[src/rtl/add16_pkg.sv]
// Shared constants, result type and slice-level carry lookahead for the 16-bit adder.
package add16_pkg;

    localparam int WIDTH  = 16;
    localparam int SLICE  = 4;
    localparam int NSLICE = WIDTH / SLICE;

    typedef struct packed {
        logic             cout;
        logic [WIDTH-1:0] sum;
    } result_t;

    // Slice carries: c[i+1] = G_i | P_i & c[i], with c[0] = cin.
    function automatic logic [NSLICE:0] lookahead(
        input logic [NSLICE-1:0] g,
        input logic [NSLICE-1:0] p,
        input logic              cin
    );
        logic [NSLICE:0] c;
        // NOTE: blocking assignments here, because each carry must see the one computed just before it.
        c[0] = cin;
        for (int i = 0; i < NSLICE; i++) begin
            c[i+1] = g[i] | (p[i] & c[i]);
        end
        return c;
    endfunction

endpackage

[src/rtl/add_16_cla4.sv]
// 4-bit carry-lookahead slice: sum bits plus group generate/propagate for the next level.
module cla4
    import add16_pkg::*;
(
    input  logic [SLICE-1:0] a,
    input  logic [SLICE-1:0] b,
    input  logic             ci,
    output logic [SLICE-1:0] s,
    output logic             g,
    output logic             p
);

    logic [SLICE-1:0] w_g;
    logic [SLICE-1:0] w_p;
    logic [SLICE:0]   w_c;

    assign w_g = a & b;
    assign w_p = a ^ b;

    // Internal carries are fully expanded so no bit waits on a ripple.
    assign w_c[0] = ci;
    assign w_c[1] = w_g[0] | (w_p[0] & ci);
    assign w_c[2] = w_g[1] | (w_p[1] & w_g[0]) | (w_p[1] & w_p[0] & ci);
    assign w_c[3] = w_g[2] | (w_p[2] & w_g[1]) | (w_p[2] & w_p[1] & w_g[0])
                  | (w_p[2] & w_p[1] & w_p[0] & ci);
    assign w_c[4] = g | (p & ci);

    assign s = w_p ^ w_c[SLICE-1:0];

    // Group terms do not depend on ci, which keeps the inter-slice path short.
    assign g = w_g[3] | (w_p[3] & w_g[2]) | (w_p[3] & w_p[2] & w_g[1])
             | (w_p[3] & w_p[2] & w_p[1] & w_g[0]);
    assign p = &w_p;

    logic w_unused;
    assign w_unused = w_c[4];

endmodule

[src/rtl/add_16.sv]
// 16-bit adder: four CLA slices, slice-level lookahead, one registered output stage.
module add_16
    import add16_pkg::*;
(
    input  logic             clk,
    input  logic             rst_n,
    input  logic             in_valid,
    input  logic [WIDTH-1:0] a,
    input  logic [WIDTH-1:0] b,
    input  logic             cin,
    output logic             out_valid,
    output logic             cout,
    output logic [WIDTH-1:0] sum
);

    logic [NSLICE-1:0] w_g;
    logic [NSLICE-1:0] w_p;
    logic [NSLICE:0]   w_c;
    logic [WIDTH-1:0]  w_sum;
    result_t           w_next;
    result_t           r_res;
    logic              r_valid;

    for (genvar gi = 0; gi < NSLICE; gi++) begin : g_slice
        cla4 u_cla4 (
            .a  (a[gi*SLICE +: SLICE]),
            .b  (b[gi*SLICE +: SLICE]),
            .ci (w_c[gi]),
            .s  (w_sum[gi*SLICE +: SLICE]),
            .g  (w_g[gi]),
            .p  (w_p[gi])
        );
    end

    assign w_c = lookahead(w_g, w_p, cin);

    always_comb begin
        // NOTE: default first so every path assigns the struct and no latch is inferred.
        w_next = r_res;
        if (in_valid) begin
            w_next.sum  = w_sum;
            w_next.cout = w_c[NSLICE];
        end
    end

    // NOTE: non-blocking for all state; reset clears the result register too so outputs are defined at once.
    always_ff @(posedge clk or negedge rst_n) begin
        if (!rst_n) begin
            r_res   <= '0;
            r_valid <= 1'b0;
        end else begin
            r_res   <= w_next;
            r_valid <= in_valid;
        end
    end

    assign out_valid = r_valid;
    assign cout      = r_res.cout;
    assign sum       = r_res.sum;

endmodule

[config.mk]
export PLATFORM = sky130hd
export DESIGN_NAME = add_16
export DESIGN_NICKNAME = d
export VERILOG_FILES = /design/src/rtl/add16_pkg.sv /design/src/rtl/add_16_cla4.sv /design/src/rtl/add_16.sv
export SDC_FILE = /design/constraint.sdc
export NUM_CORES = 1
export LEC_CHECK = 0
export BUFFER_PORTS_ARGS = -buffer_cell sky130_fd_sc_hd__buf_2
export CAP_MARGIN = 25
export CORE_UTILIZATION = 48
export DETAILED_ROUTE_END_ITERATION = 8
export PLACE_DENSITY = 0.79
export SETUP_SLACK_MARGIN = 0.05
export SLEW_MARGIN = 40
export SYNTH_ARGS = -nofsm -noshare
export SYNTH_HDL_FRONTEND = slang
export SYNTH_SLANG_ARGS = --single-unit
[constraint.sdc]
create_clock -name clk -period 0.8 [get_ports clk]
set_input_delay 0 -clock clk [delete_from_list [all_inputs] [get_ports clk]]
set_output_delay 0 -clock clk [all_outputs]
set_load 0.01 [all_outputs]
==> metrics.md, run 1 <==
| Metric | Value |
|---|---|
| Outcome | `complete, but fails checks` |
| Violated checks | `setup timing` |
| Post-DRT Antenna Nets | `0` |
| Half-perimeter wire length after detailed placement | `2883 um` |
| Syn. warnings | `0` |
| Async set-or-reset flop fraction in the synthesized netlist | `100.0%` |
| Type of the worst min-delay path | `input pin to flip-flop` |
| Final cell area excluding filler cells | `0.002366 sq mm` |
| Count of buffers inserted at the top-level ports | `53` |
| Clock net sink count | `18` |
| Number of max-slew violations in the final report | `0` |
| Filler Cell Count | `128` |
| Top cell type by total area after synthesis | `sky130_fd_sc_hd__dfrtp_1` |
| Cells on worst reg2reg path | `2` |
| Overflow left after global routing | `0` |
| Core Footprint | `0.002734 sq mm` |
| Unrepaired setup endpoints after global routing | `yes` |
| Power per standard cell area | `1504 mW/mm^2` |
| Proportion of synthesized chip area in sequential cells | `32.73%` |
| Residual DRC | `0` |
| Most used flip-flop cell after synthesis | `sky130_fd_sc_hd__dfrtp_1` |
| First drt pass iteration count | `4` |
| Arrival time of the worst setup path | `1.95 ns` |
| Placer congestion estimate | `0.9153` |
| Critical path capture point | `sum[12]` |
| Total number of H-tree levels | `1` |
| Ports placed on the boundary | `54` |
| Minimum clock period after layout | `1.750 ns` |
| Total power | `3559 uW` |
| Worst reg2reg path startpoint | `sum[11]` |
| Wire length of the first global-routing pass | `6748 um` |
| Largest cells by area after synthesis | `sky130_fd_sc_hd__dfrtp_1, sky130_fd_sc_hd__ha_1, sky130_fd_sc_hd__fa_1` |
| Top-area cell type share of the netlist area | `32.73%` |
| Type of origin of the critical path | `input pin` |
| All-layer global routing usage | `27.83%` |
| Actual slew at the worst max-slew pin | `0.4386 ns` |
| Final worst-path cycle share | `218.8%` |
| Synthesized Nets | `187` |
| Max_slew headroom | `70.76%` |
| Clock transition at the register clock pins on the worst setup and hold paths after CTS | `0.12 ns` |
| Total Negative Setup Slacks | `-10.71 ns` |
| Setup CP Type | `input pin to flip-flop` |
| Final Hold Fails | `0` |
| Synthesized netlist cell count | `131` |
| Pin count of the biggest net entering global routing | `19` |
| Mean number of vias per cell | `5.464` |
| Lkg Pwr | `0.001156 uW` |
| Max frequency | `571.4 MHz` |
| Total CTS buffers | `3` |
| Most used standard cell by instance count after synthesis | `sky130_fd_sc_hd__dfrtp_1` |
| Number of antenna violations at the first check in global routing | `0` |
| Starting density of the core | `50.34%` |
| DIE WIDTH | `55.55 um` |
| Setup slack of the most critical reg-to-reg path | `-0.07 ns` |
| Share of layout cells above drive strength 1 | `64.96%` |
| Clock tree from TritonCTS | `built` |
| First element of the critical path | `a[0]` |
| Minimum setup slack after placement | `-1.300 ns` |
| Max-cap violations | `0` |
| Die ar. | `0.003085 sq mm` |
| Average cell area after synthesis | `10.51 sq um` |
| Die Span Y | `55.55 um` |
| Growth of design area from synthesis to finish | `71.91%` |
| Synth Cell Area | `0.001376 sq mm` |
| Clock Latency Late Sink | `0.30 ns` |
| Number of distinct library cell variants in the gate-level netlist after synthesis | `41` |
| Critical path capture point type | `flip-flop` |
| Vias in the first global route | `1562` |
| Placed cell area | `0.002069 sq mm` |
| VDD IR-drop max | `0.001365 V` |
| Number of diodes | `0` |
| Buffer type at the clock tree root | `sky130_fd_sc_hd__clkbuf_4` |
| Core Rows | `19` |
| Required time of the critical path | `1.00 ns` |
| Detailed router's first-iteration violation count | `45` |
| Final count of negative-setup-slack endpoints | `33` |
| Final Worst Setup Slack | `-0.9500 ns` |
| Count of vias placed by the detailed router | `1448` |
| Post-synth EDFFs | `0` |
| Total Nets Final | `291` |
| Flops & latches, synth | `18` |
| Most used standard cells in the synthesized netlist | `sky130_fd_sc_hd__dfrtp_1, sky130_fd_sc_hd__ha_1, sky130_fd_sc_hd__nand2_1, sky130_fd_sc_hd__nor2_1, sky130_fd_sc_hd__a21oi_1` |
| Total routed wirelength | `4229 um` |
| Reg-to-reg endpoint | `sum[11]` |
| Clock Skews | `0 ns` |
| Crit path max fanout | `2` |
| Avg WL per Cell | `15.96 um` |
| Clk buf depth | `2` |
per-stage QoR:
stage          utilization [%]  hold slack [ns]  cells
5_1_grt                  86.54          0.06376    265
6_report                 86.54          0.05353    265
4_1_cts                  82.24          0.03795    262
3_3_place_gp             75.70         -0.04561    251
3_5_place_dp             75.70         -0.03333    251
2_1_floorplan                -          -0.2956    131
critical path, cell delays in order:
cell                       delay, ns
sky130_fd_sc_hd__buf_6          0.10
sky130_fd_sc_hd__ha_4           0.24
sky130_fd_sc_hd__a211oi_4       0.28
sky130_fd_sc_hd__o21bai_2       0.13
sky130_fd_sc_hd__a31oi_4        0.16
sky130_fd_sc_hd__nand2_2        0.08
sky130_fd_sc_hd__a31oi_1        0.18
sky130_fd_sc_hd__o21ai_1        0.10
sky130_fd_sc_hd__fa_2           0.42
sky130_fd_sc_hd__mux2_4         0.26
flip-flops by register name (all words and copies together), names as in the netlist:
name / cells
cout: 1
out_valid: 1
sum: 16
report_power, final:
| part | internal (uW) | total, uW | switching, uW |
|---|---|---|---|
| sequential | 1090 | 1170 | 85.5 |
| combinational | 969 | 1770 | 805 |
| clock | 278 | 615 | 337 |
| total | 2330 | 3560 | 1230 |
layout by cell type (no fill, tap or decap), types with 2 or more instances in the layout:
| cell | n |
|---|---|
| sky130_fd_sc_hd__buf_4 | 44 |
| sky130_fd_sc_hd__o21ai_1 | 2 |
| sky130_fd_sc_hd__fa_2 | 4 |
| sky130_fd_sc_hd__buf_6 | 6 |
| sky130_fd_sc_hd__dlygate4sd3_1 | 2 |
| sky130_fd_sc_hd__mux2_4 | 4 |
| sky130_fd_sc_hd__nand2_1 | 10 |
| sky130_fd_sc_hd__clkbuf_4 | 3 |
| sky130_fd_sc_hd__a21o_1 | 5 |
| sky130_fd_sc_hd__a21oi_1 | 7 |
| sky130_fd_sc_hd__nor2_1 | 10 |
| sky130_fd_sc_hd__inv_1 | 4 |
| sky130_fd_sc_hd__o21ai_2 | 2 |
| sky130_fd_sc_hd__o311ai_1 | 2 |
| sky130_fd_sc_hd__xnor2_2 | 6 |
| sky130_fd_sc_hd__ha_1 | 8 |
| sky130_fd_sc_hd__ha_4 | 8 |
| sky130_fd_sc_hd__buf_2 | 50 |
| sky130_fd_sc_hd__mux2_2 | 2 |
| sky130_fd_sc_hd__a21oi_2 | 3 |
| sky130_fd_sc_hd__dfrtp_1 | 18 |
cell type report:
| class | instances | area (sq um) | area share, % |
|---|---|---|---|
| Inverter | 5 | 18.77 | 0.7932 |
| Clock buffer | 4 | 36.28 | 1.534 |
| Timing Repair Buffer | 102 | 668.1 | 28.24 |
| Multi-Input combinational cell | 105 | 1154 | 48.76 |
| Sequential cell | 18 | 450.4 | 19.04 |
| Tap cell | 31 | 38.79 | 1.639 |
routing by layer:
metal | vias to the layer above | wire (um) | share of wire [%] | GRT usage [%]
li1 | 688 | - | - | -
met5 | - | 0 | 0 | 0
met3 | 10 | 133 | 3.1 | 3.044
met2 | 40 | 2382 | 56 | 53.87
met1 | 710 | 1617 | 38 | 31.16
met4 | 0 | 95 | 2.2 | 9.286
what timing repair did:
item | CTS | global route
hold buffers | 2 | 0
pin swaps | 13 | 16
gates resized for setup | 19 | 16
endpoints found under the hold margin | 19 | 0
cloned | 0 | 0
setup endpoints to repair | 34 | 34
buffers inserted | 5 | 4
cell families (layout without fill, tap and decap cells):
logic type	after synthesis	count (layout)	synth area share, %
AND/OR/NAND/NOR	30	30	10.00
buffers and inverters	8	111	2.182
XOR/XNOR	7	7	4.455
adder cells (fa/ha/maj)	20	20	20.36
multiplexers	6	6	4.909
flip-flops	18	18	32.73
AO/OA/AOI/OAI	42	42	25.37
worst min path at each step:
| stage | start | end | cells after the start |
|---|---|---|---|
| 5_1_grt | in_valid | sum[14] | 2 |
| 6_report | in_valid | sum[14] | 2 |
| 3_3_place_gp | rst_n | sum[6] | 1 |
| 3_5_place_dp | rst_n | sum[7] | 1 |
| 2_1_floorplan | rst_n | cout | 0 |
| 4_1_cts | in_valid | sum[14] | 2 |
(Power assumes the default switching activity.)
==> run 2: changes to the inputs <==
Settings changed: GPL_TIMING_DRIVEN from default to 0.
==> run 2 against run 1 <==
The run still ends with setup timing left. Register-to-register slack about the same. Routed wire length decreased by 15%. Cell area down 7.9%. Clock power down 5.2%. Total power decreased by 6.4%. Sequential cell count unchanged. Global-route usage shrank 4.6 points. Utilization shrank 6.9 points. Clock-buffer cell count unchanged. Clock skew unchanged. Critical path type unchanged. Largest cell class unchanged. Highest routed layer unchanged.
==> metrics.md, run 2 (synthesized netlist as in run 1, its figures left out) <==
| Metric | Value |
|---|---|
| Vias in the first global route | `1385 (was 1562)` |
| Die Span Y | `55.55 um (unchanged)` |
| Count of vias placed by the detailed router | `1359 (was 1448)` |
| Violated checks | `setup timing (unchanged)` |
| Total CTS buffers | `3 (unchanged)` |
| Die ar. | `0.003085 sq mm (unchanged)` |
| Final count of negative-setup-slack endpoints | `33 (unchanged)` |
| Avg WL per Cell | `14.89 um (was 15.96 um)` |
| Post-DRT Antenna Nets | `0 (unchanged)` |
| Arrival time of the worst setup path | `1.89 ns (was 1.95 ns)` |
| Max frequency | `592.3 MHz (was 571.4 MHz)` |
| Minimum setup slack after placement | `-1.393 ns (was -1.300 ns)` |
| Unrepaired setup endpoints after global routing | `yes (unchanged)` |
| Setup slack of the most critical reg-to-reg path | `-0.08 ns (was -0.07 ns)` |
| First drt pass iteration count | `4 (unchanged)` |
| Growth of design area from synthesis to finish | `58.27% (was 71.91%)` |
| Actual slew at the worst max-slew pin | `0.5000 ns (was 0.4386 ns)` |
| Post-Place Cells | `215 (was 251)` |
| Wire length of the first global-routing pass | `5761 um (was 6748 um)` |
| Cell internal pwr | `2207 uW (was 2332 uW)` |
| Critical path capture point | `sum[12] (unchanged)` |
| Relative contribution of combinational cells to total power | `47.1% (was 49.8%)` |
| Share of layout cells above drive strength 1 | `55.98% (was 64.96%)` |
| Half-perimeter wire length after detailed placement | `2454 um (was 2883 um)` |
| Type of the worst min-delay path | `input pin to flip-flop (unchanged)` |
| Number of antenna violations at the first check in global routing | `0 (unchanged)` |
| All-layer global routing usage | `23.27% (was 27.83%)` |
| Pin count of the biggest net entering global routing | `19 (unchanged)` |
| First element of the critical path | `a[0] (unchanged)` |
| Final worst-path cycle share | `211.1% (was 218.8%)` |
| Clock Latency Late Sink | `0.29 ns (was 0.30 ns)` |
| Count of buffers inserted at the top-level ports | `53 (unchanged)` |
| Critical path capture point type | `flip-flop (unchanged)` |
| Power per standard cell area | `1528 mW/mm^2 (was 1504 mW/mm^2)` |
| Cells on worst reg2reg path | `2 (unchanged)` |
| Total number of H-tree levels | `1 (unchanged)` |
| Placer congestion estimate | `0.8463 (was 0.9153)` |
| Power share of the sequential group | `35.4% (was 32.9%)` |
| Max-cap violations | `0 (unchanged)` |
| Clock net sink count | `18 (unchanged)` |
| VDD IR-drop max | `0.001570 V (was 0.001365 V)` |
| Starting density of the core | `50.34% (unchanged)` |
| Smallest hold slack | `0.1254 ns (was 0.05353 ns)` |
| Number of flip-flops in the largest register | `16 (unchanged)` |
| Buffer type at the clock tree root | `sky130_fd_sc_hd__clkbuf_4 (unchanged)` |
| Core Footprint | `0.002734 sq mm (unchanged)` |
| Psw | `1123 uW (was 1227 uW)` |
| Mean number of vias per cell | `5.663 (was 5.464)` |
| Clock Skews | `0 ns (unchanged)` |
| Outcome | `complete, but fails checks (unchanged)` |
| Required time of the critical path | `1.01 ns (was 1.00 ns)` |
| Commonest cells after routing, fill and taps aside | `sky130_fd_sc_hd__buf_2, sky130_fd_sc_hd__dfrtp_1, sky130_fd_sc_hd__buf_4 (was sky130_fd_sc_hd__buf_2, sky130_fd_sc_hd__buf_4, sky130_fd_sc_hd__dfrtp_1)` |
| Overflow left after global routing | `0 (unchanged)` |
| Clk buf depth | `2 (unchanged)` |
| DIE WIDTH | `55.55 um (unchanged)` |
| Final Hold Fails | `0 (unchanged)` |
| Clock tree from TritonCTS | `built (unchanged)` |
| Final Worst Setup Slack | `-0.8885 ns (was -0.9500 ns)` |
| Setup CP Type | `input pin to flip-flop (unchanged)` |
| Minimum clock period after layout | `1.688 ns (was 1.750 ns)` |
| Residual DRC | `0 (unchanged)` |
| Number of max-slew violations in the final report | `0 (unchanged)` |
| Switching power share of the total | `33.71% (was 34.48%)` |
| Total Nets Final | `266 (was 291)` |
| Proportion of power drawn by the clock network | `17.5% (was 17.3%)` |
| Crit path max fanout | `2 (unchanged)` |
| Lkg Pwr | `0.001013 uW (was 0.001156 uW)` |
| Total routed wirelength | `3574 um (was 4229 um)` |
| Type of origin of the critical path | `input pin (unchanged)` |
| Leading cell type in the layout, fill and taps excluded | `sky130_fd_sc_hd__buf_2 (unchanged)` |
| Number of diodes | `0 (unchanged)` |
| Reg-to-reg endpoint | `sum[15] (was sum[11])` |
| Clock transition at the register clock pins on the worst setup and hold paths after CTS | `0.12 ns (about the same)` |
| Worst reg2reg path startpoint | `sum[15] (was sum[11])` |
| Max_slew headroom | `66.67% (was 70.76%)` |
| Start point of the worst hold path | `b[4] (was in_valid)` |
| Core Rows | `19 (unchanged)` |
| Detailed router's first-iteration violation count | `65 (was 45)` |
| Ports placed on the boundary | `54 (unchanged)` |
| Final standard cell count with taps included and fillers excluded | `240 (was 265)` |
==> run 2: cell type report <==
| class | instances | area, sq um |
|---|---|---|
| clock buffers | 4 | 36.28 |
| plain buffers | 3 | 15.01 |
| multi-input cells | 105 | 1107 |
| fillers | 148 | 555.5 |
| repair buffers | 74 | 511.7 |
| inverters | 5 | 18.77 |
| flip-flops and latches | 18 | 450.4 |
| well taps | 31 | 38.79 |
==> run 2: power by group through the flow <==
stage | combinational [uW] | clock [uW] | sequential, uW
detailed placement | 1220 | 0 | 1200
CTS | 1440 | 599 | 1170
floorplan | 692 | 0 | 1280
global placement | 1180 | 0 | 1190
finish | 1570 | 583 | 1180
global route | 1700 | 624 | 1200
==> run 2: layer usage <==
metal	track usage, %	share of wire [%]	up-vias
li1	-	-	638
met1	28.22	40	668
met2	40.96	54	45
met3	6.089	5.5	8
met4	5.714	1.2	0
met5	0	0	-
==> run 2: worst max-delay path: stages <==
cell	delay (ns)
sky130_fd_sc_hd__buf_8	0.10
sky130_fd_sc_hd__ha_4	0.24
sky130_fd_sc_hd__a211oi_4	0.27
sky130_fd_sc_hd__o21bai_4	0.10
sky130_fd_sc_hd__a31oi_4	0.16
sky130_fd_sc_hd__nand2_2	0.08
sky130_fd_sc_hd__a31oi_1	0.18
sky130_fd_sc_hd__o21ai_1	0.11
sky130_fd_sc_hd__fa_2	0.41
sky130_fd_sc_hd__mux2_2	0.27
==> run 2: worst min-delay path by stage <==
stage	end	cells after the start	slack, ns
finish	sum[4]	3	0.13
global route	sum[4]	3	0.13
CTS	sum[0]	4	0.1
detailed placement	sum[7]	1	-0.05
global placement	sum[6]	1	-0.05
floorplan	cout	0	-0.30
==> run 2: stage by stage <==
stage	instance area [sq um]	TNS, ns	utilization (%)	power [uW]
after floorplan	1484	-9.931	-	1970
after CTS	2108	-9.740	77.12	3209
final	2178	-9.475	79.68	3330
after global routing	2178	-10.85	79.68	3529
after global placement	1788	-13.84	65.40	2368
after detailed placement	1788	-14.21	65.40	2414
==> run 2: repair_timing <==
action	in CTS	in global routing
setup endpoints to repair	34	35
hold endpoints to repair	19	0
resized for setup	25	17
hold buffers	2	0
setup buffers	17	4
pin swaps	13	8
